## config.mk

```make
export PLATFORM = sky130hd
export DESIGN_NAME = eth_intr_ctrl_flat
export DESIGN_NICKNAME = d
export VERILOG_FILES = /design/src/rtl/eth_intr_if.sv /design/src/rtl/eth_intr_ctrl.sv /design/src/flat_wrapper.sv
export SDC_FILE = /design/constraint.sdc
export NUM_CORES = 1
export LEC_CHECK = 0
export ABC_AREA = 1
export ABC_CLOCK_PERIOD_IN_PS = 4300
export BUFFER_PORTS_ARGS = -buffer_cell sky130_fd_sc_hd__buf_2
export CAP_MARGIN = 20
export CORE_UTILIZATION = 57
export CTS_BUF_LIST = sky130_fd_sc_hd__clkbuf_8 sky130_fd_sc_hd__clkbuf_16
export CTS_CLUSTER_SIZE = 30
export DETAILED_ROUTE_END_ITERATION = 7
export PLACE_DENSITY = 0.77
export SLEW_MARGIN = 5
export SYNTH_ARGS = -nofsm -noshare
export SYNTH_HDL_FRONTEND = slang
export SYNTH_SLANG_ARGS = --single-unit
```

## constraint.sdc

```tcl
create_clock -name clk -period 4.3 [get_ports clk]
set_input_delay 0.86 -clock clk [delete_from_list [all_inputs] [get_ports clk]]
set_output_delay 0.86 -clock clk [all_outputs]
set_load 0.02 [all_outputs]
```

## src/rtl/eth_intr_if.sv

```systemverilog
// Register bus between the host CPU and the Ethernet interrupt controller.
// The host drives the strobes; the controller returns registered read data.
interface eth_intr_if;
  logic        reg_wr_en;
  logic        reg_rd_en;
  logic [1:0]  reg_addr;
  logic [31:0] reg_wdata;
  logic [31:0] reg_rdata;

  modport master (
    output reg_wr_en,
    output reg_rd_en,
    output reg_addr,
    output reg_wdata,
    input  reg_rdata
  );

  modport slave (
    input  reg_wr_en,
    input  reg_rd_en,
    input  reg_addr,
    input  reg_wdata,
    output reg_rdata
  );
endinterface

```

## src/rtl/eth_intr_ctrl.sv

```systemverilog
// Ethernet MAC interrupt controller: sticky W1C status, mask and
// count/timeout coalescing of events into one level interrupt.
module eth_intr_ctrl #(
  parameter int NUM_SRC = 7,
  parameter int CNT_W   = 8,
  parameter int TMR_W   = 16
) (
  input  logic               clk,
  input  logic               rst,
  input  logic [NUM_SRC-1:0] src_pulse,
  eth_intr_if.slave          bus,
  output logic               intr
);

  localparam logic [1:0] A_SRC = 2'd0;
  localparam logic [1:0] A_MSK = 2'd1;
  localparam logic [1:0] A_CNT = 2'd2;
  localparam logic [1:0] A_TMR = 2'd3;

  typedef enum logic [1:0] {
    S_IDLE,
    S_ACCUM,
    S_ASSERT
  } state_t;

  state_t             state;
  logic [NUM_SRC-1:0] status;
  logic [NUM_SRC-1:0] mask;
  logic [CNT_W-1:0]   coal_cnt;
  logic [TMR_W-1:0]   coal_tmr;
  logic [CNT_W-1:0]   evt_cnt;
  logic [TMR_W-1:0]   tmr;

  logic               wr_src;
  logic               wr_msk;
  logic               wr_cnt;
  logic               wr_tmr;
  logic [NUM_SRC-1:0] w1c;
  logic [NUM_SRC-1:0] status_nxt;
  logic               pend;
  logic               new_evt;
  logic [CNT_W-1:0]   cnt_eff;
  logic               tmr_on;
  logic [CNT_W-1:0]   cnt_inc;
  logic [TMR_W-1:0]   tmr_dec;
  logic [31:0]        rd_mux;
  logic               unused;

  assign unused = &{1'b0, bus.reg_wdata[31:TMR_W]};

  assign wr_src = bus.reg_wr_en && (bus.reg_addr == A_SRC);
  assign wr_msk = bus.reg_wr_en && (bus.reg_addr == A_MSK);
  assign wr_cnt = bus.reg_wr_en && (bus.reg_addr == A_CNT);
  assign wr_tmr = bus.reg_wr_en && (bus.reg_addr == A_TMR);

  // A set on the same cycle as a clear wins
  assign w1c        = wr_src ? bus.reg_wdata[NUM_SRC-1:0] : '0;
  assign status_nxt = (status & ~w1c) | src_pulse;

  assign pend    = |(status & mask);
  assign new_evt = |(src_pulse & mask);

  assign cnt_eff = (coal_cnt == '0) ? CNT_W'(1) : coal_cnt;
  assign tmr_on  = (coal_tmr != '0);

  assign cnt_inc = (new_evt && (evt_cnt != '1)) ?
                   evt_cnt + CNT_W'(1) : evt_cnt;
  assign tmr_dec = (tmr_on && (tmr != '0)) ?
                   tmr - TMR_W'(1) : tmr;

  always_ff @(posedge clk or posedge rst) begin
    if (rst) begin
      status   <= '0;
      mask     <= '0;
      coal_cnt <= CNT_W'(1);
      coal_tmr <= '0;
    end else begin
      status <= status_nxt;
      if (wr_msk) mask     <= bus.reg_wdata[NUM_SRC-1:0];
      if (wr_cnt) coal_cnt <= bus.reg_wdata[CNT_W-1:0];
      if (wr_tmr) coal_tmr <= bus.reg_wdata[TMR_W-1:0];
    end
  end

  always_ff @(posedge clk or posedge rst) begin
    if (rst) begin
      state   <= S_IDLE;
      evt_cnt <= '0;
      tmr     <= '0;
      intr    <= 1'b0;
    end else begin
      intr <= (state == S_ASSERT) && pend;
      unique case (state)
        S_IDLE: begin
          if (new_evt) begin
            if (cnt_eff <= CNT_W'(1)) begin
              state <= S_ASSERT;
            end else begin
              state   <= S_ACCUM;
              evt_cnt <= CNT_W'(1);
              tmr     <= coal_tmr;
            end
          end else if (pend) begin
            // Latched event exposed by an unmask
            state <= S_ASSERT;
          end
        end
        S_ACCUM: begin
          evt_cnt <= cnt_inc;
          tmr     <= tmr_dec;
          if (!pend && !new_evt) begin
            state   <= S_IDLE;
            evt_cnt <= '0;
            tmr     <= '0;
          end else if ((cnt_inc >= cnt_eff) ||
                       (tmr_on && (tmr_dec == '0))) begin
            state   <= S_ASSERT;
            evt_cnt <= '0;
            tmr     <= '0;
          end
        end
        S_ASSERT: begin
          if (!pend) state <= S_IDLE;
        end
        default: begin
          state   <= S_IDLE;
          evt_cnt <= '0;
          tmr     <= '0;
        end
      endcase
    end
  end

  always_comb begin
    rd_mux = '0;
    unique case (bus.reg_addr)
      A_SRC: rd_mux = {{(32-NUM_SRC){1'b0}}, status};
      A_MSK: rd_mux = {{(32-NUM_SRC){1'b0}}, mask};
      A_CNT: rd_mux = {{(32-CNT_W){1'b0}}, coal_cnt};
      A_TMR: rd_mux = {{(32-TMR_W){1'b0}}, coal_tmr};
      default: rd_mux = '0;
    endcase
  end

  always_ff @(posedge clk or posedge rst) begin
    if (rst) begin
      bus.reg_rdata <= '0;
    end else begin
      bus.reg_rdata <= bus.reg_rd_en ? rd_mux : 32'd0;
    end
  end

endmodule

```

## src/flat_wrapper.sv

```systemverilog
// flat-port wrapper written by rule: the top's interface ports become plain ports
module eth_intr_ctrl_flat 
#(
  parameter int NUM_SRC = 7,
  parameter int CNT_W   = 8,
  parameter int TMR_W   = 16
)
  (clk, rst, src_pulse, intr, bus_reg_wr_en, bus_reg_rd_en, bus_reg_addr, bus_reg_wdata, bus_reg_rdata);
  eth_intr_if bus_i ();
  input  logic clk;
  input  logic rst;
  input  logic [NUM_SRC-1:0] src_pulse;
  output logic intr;
  input wire logic [$bits(bus_i.reg_wr_en)-1:0] bus_reg_wr_en;
  input wire logic [$bits(bus_i.reg_rd_en)-1:0] bus_reg_rd_en;
  input wire logic [$bits(bus_i.reg_addr)-1:0] bus_reg_addr;
  input wire logic [$bits(bus_i.reg_wdata)-1:0] bus_reg_wdata;
  output wire logic [$bits(bus_i.reg_rdata)-1:0] bus_reg_rdata;
  assign bus_i.reg_wr_en = bus_reg_wr_en;
  assign bus_i.reg_rd_en = bus_reg_rd_en;
  assign bus_i.reg_addr = bus_reg_addr;
  assign bus_i.reg_wdata = bus_reg_wdata;
  assign bus_reg_rdata = bus_i.reg_rdata;
  eth_intr_ctrl #(.NUM_SRC(NUM_SRC), .CNT_W(CNT_W), .TMR_W(TMR_W)) u_core (.clk(clk), .rst(rst), .src_pulse(src_pulse), .bus(bus_i), .intr(intr));
endmodule
```

-- Word level (Yosys, flattened, before mapping)
Index checks and enable logic that the tools add are counted.
- bits in registers: 97
- logic and storage cells: 75
- output and inout bits: 33
- input bits: 45
- magnitude comparators: 2
- multiplexer cells: 23
- add/sub/neg operators: 2
- bitwise gates (word level): 6
- reductions and logical operators: 22
- eq/ne operators: 11
- operator list (operator ; number):
    $pmux W32 S4 ; 1
    $mux W16 ; 5
    $mux W8 ; 6
    $pmux W16 S3 ; 1
    $mux W32 ; 1
    $reduce_bool A16 Y1 ; 2
    $pmux W8 S3 ; 1
    $and A7 B7 Y7 ; 3
    $logic_not A16 Y1 ; 1
    $sub A16 B1 Y16 const B ; 1
    $reduce_or A7 Y1 ; 2
    $mux W2 ; 6
    $logic_and A1 B1 Y1 ; 9
    $add A8 B1 Y8 const B ; 1
    $ge A8 B8 Y1 ; 1
    $le A8 B1 Y1 const B ; 1
    $logic_not A8 Y1 ; 1
    $ne A8 B8 Y1 const B ; 1
    $mux W7 ; 1
    $not A7 Y7 ; 1
    $or A7 B7 Y7 ; 1
    $eq A2 B2 Y1 const B ; 3
    $ne A3 B1 Y1 const B ; 2
    $pmux W2 S3 ; 1
    8 further kinds ; 13

-- Logic depth before layout (Yosys ltp)
- word-level depth: 9
- gate-level depth with buffers: 26
- depth with buffers taken out: 25

-- Least setup slack after synthesis
No wires, ideal clock.
- path type: in2reg
- start point: input src_pulse[6]
- end point: register u_core.tmr[3]
- required time: 4.234 ns
- arrival time: 3.488 ns
- setup time: 0.066 ns
- stages: 23
- path buffers: 1
- setup slack: 0.746 ns
- cells stage by stage: nand2_1 > nand2_1 > a221oi_1 > nand2_1 > nand2_1 > mux2_2 > ha_1 > nand2_1 > nand2_1 > nand2_1 > nand2_1 > nand2_1 > nand2_1 > nand2_1 > nand2_1 > nand2_1 > nand2_1 > a21oi_1 > buf_2 > nand3_1 > nand2_1 > nand2_1 > nand2_1
- word-level cells in the longest chain between the ends: 9
- elaborated cells on any way between the ends: 13
- classes of those cells: order compare (1); eq/ne (1); mux (4); bitwise (1); reduce/logical (6)
- ends and longest elaborated chain (what ; RTL line ; text):
    from (decl) ; flat_wrapper.sv:12 ; input logic [NUM_SRC-1:0] src_pulse;
    $and A7 B7 Y7 * ; eth_intr_ctrl.sv:61 ; assign new_evt = |(src_pulse & mask);
    $reduce_or A7 Y1 * ; eth_intr_ctrl.sv:61 ;
    $logic_and A1 B1 Y1 ; eth_intr_ctrl.sv:66 ; assign cnt_inc = (new_evt && (evt_cnt != '1)) ?
    $mux W8 ; eth_intr_ctrl.sv:66 ;
    $ge A8 B8 Y1 ; eth_intr_ctrl.sv:115 ; end else if ((cnt_inc >= cnt_eff) ||
    $logic_or A1 B1 Y1 ; eth_intr_ctrl.sv:115 ;
    $mux W16 ; eth_intr_ctrl.sv:115 ;
    $mux W16 ; eth_intr_ctrl.sv:111 ; if (!pend && !new_evt) begin
    $pmux W16 S3 ; eth_intr_ctrl.sv:93 ; unique case (state)
    to (signal assigned) ; eth_intr_ctrl.sv:101 ; tmr <= coal_tmr;
    to (signal assigned) ; eth_intr_ctrl.sv:110 ; tmr <= tmr_dec;
    to (decl) ; eth_intr_ctrl.sv:32 ; logic [TMR_W-1:0] tmr;
Mark *: on every way between the ends. The rest lies on a longest branch, timed or not.
A chain may end at the register's enable or synchronous reset.

-- Worst setup path after layout
- start point: input src_pulse[6]
- end point: register u_core.evt_cnt[5]
- word-level cells in the longest chain between the ends: 9
- elaborated cells on any way between the ends: 13
- classes of those cells: order compare (1); eq/ne (1); mux (4); bitwise (1); reduce/logical (6)
- ends and longest elaborated chain (what ; RTL line ; text):
    $and A7 B7 Y7 * ; eth_intr_ctrl.sv:61 ;
    $reduce_or A7 Y1 * ; eth_intr_ctrl.sv:61 ;
    $logic_and A1 B1 Y1 ; eth_intr_ctrl.sv:66 ;
    $mux W8 ; eth_intr_ctrl.sv:66 ;
    $ge A8 B8 Y1 ; eth_intr_ctrl.sv:115 ;
    $logic_or A1 B1 Y1 ; eth_intr_ctrl.sv:115 ;
    $mux W8 ; eth_intr_ctrl.sv:115 ;
    $mux W8 ; eth_intr_ctrl.sv:111 ;
    $pmux W8 S3 ; eth_intr_ctrl.sv:93 ;
    to (signal assigned) ; eth_intr_ctrl.sv:109 ; evt_cnt <= cnt_inc;
    to (decl) ; eth_intr_ctrl.sv:31 ; logic [CNT_W-1:0] evt_cnt;
Marked as above.

==> metrics.md <==
| Metric | Value |
|---|---|
| CTS Hold Bufs | 0 |
| Fin Setup TNS | 0 ps |
| Area grow syn2layout | 10.9% |
| Critical Path Fanout Max | 17 |
| Antenna cell count | 0 |
| Register bit count reported by yosys | 81 |
| Ys Warns | 0 |
| Layout cell share with drive strength beyond 1 | 12.5% |
| Fin crit share | 83.7% |
| Port buffer count | 45 |
| Die X | 93.1 microns |
| Distinct cell type count after synthesis | 35 |
| Clk buf depth | 2 |
| Top_reg_cell synth | dfrtp_1 |
| Setup Crit Path Kind | in2reg |
| Syn Inst Count | 658 |
| CTS Buf Count | 9 |
| Final Setup Violations | 0 |
| Clk sink count | 81 |
| Vias in the first global route | 3933 |
| Worst min path class | in2async |
| # fillers | 672 |
| CTS Root Cell | clkbuf_8 |
| Asr flop ratio synth | 100% |
| Max-cap violations | 0 |
| Via/cell ratio | 5.27 |
| Power Dens Cells | 580 nW/um^2 |
| Core ar. | 7890 sq um |
| Initial antenna violation count | 0 |
| Number of enable flip-flop cells after synthesis | 0 |
| R2R Path Start | u_core.mask[6]$_DFFE_PP0P_ |
| Mapped cell area | 4730 sq um |
| Drt initial violations | 300 |
| Syn avg cell area | 7.18 sq um |
| Die ar. | 8660 sq um |
| Crit path required time | 4590 ps |
| Worst vdd ir | 0.000364 V |
| Cell Area, Placed | 4980 sq um |
| Critical path arrival | 3890 ps |
| Pin count of the biggest net entering global routing | 62 |
| R2R Setup Slk | 860 ps |
| Hold Fails Final Rpt | 0 |
| Slew at the pin closest to its max-slew limit | 634 ps |
| Slew Limit Fails | 0 |
| Leakage | 2.84 nW |
| Gpl congestion | 0.915 |
| # rows | 32 |
| Area share of the largest cell type after synthesis | 42.4% |
| Fmax | 278 MHz |
| Die height | 93.1 microns |
| Starting density of the core | 59.9% |
| Routed length per instance | 13.4 microns |
| Worst skew pair latency | 350 ps |
| Post-DP HPWL | 7900 microns |
| Setup crit end kind | register |
| Boundary pin count | 78 |
| Routed WL | 10900 microns |
| Postcts setup bufs | 0 |
| Seq/Total Area, Yosys | 42.9% |
| RSZ-0062 raised after global routing | no |
| ANT nets after route | 0 |
| Overall global routing resource usage | 27.6% |
| DRC viols | 0 |
| Largest cells by area after synthesis | dfrtp_1 42%, nand2_1 21%, inv_1 5.2% |
| Worst reg2reg endpoint | u_core.evt_cnt[5]$_DFFE_PP0P_ |
| CTS tree | built |
| Overflow after GRT | 0 |
| Cells on worst reg2reg path | 23 |
| Headroom to the max-slew limit | 57.6% |
| H-tree levels | 3 |
| Via count | 4282 |
| Worst-path clk slew | 80 ps |
| Status | completed |
| Layout Nets | 760 |
| Dominant cell type by area after synthesis | dfrtp_1 |
| Design Area, Final | 5240 sq um |
| Worst Skew | 6.39 ps |
| PostCTS Resize Cnt | 0 |
| Drt pass-1 iters | 5 |
| Global-route wire length before repair | 18600 microns |
| Minimum clock period | 3600 ps |
| Startpoint class of the critical path | input port |
cells in the mapped netlist (3+ instances only):
cell type	count
inv_1	66
nor2_1	57
a21oi_1	11
o21ai_0	43
nand2_2	3
nand3b_1	4
nor3_1	9
mux2_2	3
nand3_1	25
a41oi_1	7
ha_1	10
nor2_2	3
buf_4	17
nand2_1	268
buf_2	3
clkbuf_1	9
xnor2_1	8
dfrtp_1	80
xor2_1	4
nand4_1	4
nand3_2	5
power breakdown:
| part | internal, mW | switching (mW) | total, mW |
|---|---|---|---|
| clock | 0.358 | 0.286 | 0.644 |
| combinational | 0.462 | 0.900 | 1.36 |
| sequential | 0.891 | 0.140 | 1.03 |
critical path, stage by stage:
cell and delay (ps):
buf_2 100, nand2_1 50, nand2_1 50, a221oi_1 500, nand2_1 190, nand2_1 230
mux2_2 370, ha_1 290, nand2_1 60, nand2_1 40, nand2_1 50, nand2_1 40
nand2_1 50, nand2_1 40, nand2_1 50, nand2_1 40, nand2_1 50, nand2_1 40
a21oi_1 120, buf_4 240, nand2_2 170, inv_2 90, nand3_1 70, nand2_1 70
cells by family after synthesis:
| kind of cell | Yosys count | synth area share (%) |
|---|---|---|
| and+or+nand+nor | 383 | 33.5 |
| buffers and inverters | 101 | 9.77 |
| DFF | 81 | 42.9 |
| AOI/OAI and AO/OA | 67 | 8.15 |
| xor gates and xnor gates | 12 | 2.22 |
| adders and majority gates | 10 | 2.65 |
| muxes | 3 | 0.715 |
| other | 1 | 0.0793 |
layout by cell type, fill, tap and decap left out, types with 5 or more instances in the layout:
cell type and instances:
nand2_1 268, inv_1 66, ha_1 10, clkbuf_8 11
nand3_1 25, nor3_1 9, nor2_1 57, conb_1 16
buf_2 45, xnor2_1 8, a41oi_1 7, buf_4 6
o21ai_0 43, a21oi_1 11, nand3_2 5, dfrtp_1 80
flip-flops by register name, indices dropped and copies added (netlist names):
register,flops
u_core.mask,7
u_core.state,2
u_core.evt_cnt,8
u_core.tmr,16
u_core.coal_tmr,16
u_core.status,7
u_core.coal_cnt,8
u_core.intr,1
u_core.bus.reg_rdata,16
how the worst max path moves through the flow:
| stage | start | endpoint |
|---|---|---|
| 5_1_grt | src_pulse[6] | u_core.evt_cnt[5]$_DFFE_PP0P_ |
| 2_1_floorplan | src_pulse[6] | u_core.tmr[3]$_DFFE_PP0P_ |
| 3_3_place_gp | src_pulse[6] | u_core.evt_cnt[7]$_DFFE_PP0P_ |
| 4_1_cts | src_pulse[4] | u_core.evt_cnt[5]$_DFFE_PP0P_ |
| 6_report | src_pulse[6] | u_core.evt_cnt[5]$_DFFE_PP0P_ |
| 3_5_place_dp | src_pulse[4] | u_core.evt_cnt[5]$_DFFE_PP0P_ |
metal layers:
| layer | part of all wire, % | global-route usage [%] | vias up |
|---|---|---|---|
| li1 | - | - | 2124 |
| met2 | 46 | 43.0 | 169 |
| met1 | 47 | 40.0 | 1979 |
| met5 | 0 | 0 | - |
| met4 | 1.2 | 6.54 | 0 |
| met3 | 6.0 | 5.04 | 10 |
layout make-up:
| cell class | instances | area, sq um | area share, % |
|---|---|---|---|
| clock buffers | 11 | 151 | 2.89 |
| clock inverters | 5 | 77.6 | 1.48 |
| inverters | 70 | 264 | 5.04 |
| multi-input cells | 491 | 2290 | 43.8 |
| flip-flops and latches | 81 | 2030 | 38.7 |
| well taps | 102 | 128 | 2.44 |
| repair buffers | 52 | 298 | 5.68 |
through the flow:
step	instances	utilization [%]	total power [mW]	hold WS [ps]	worst slack, ps
finish	812	66.4	3.04	408	703
global route	812	66.4	3.30	403	425
CTS	811	66.1	3.03	510	749
detailed placement	795	63.2	2.38	488	406
global placement	795	63.2	2.35	470	403
floorplan	673	-	2.08	453	746
(Power assumes the default switching activity.)
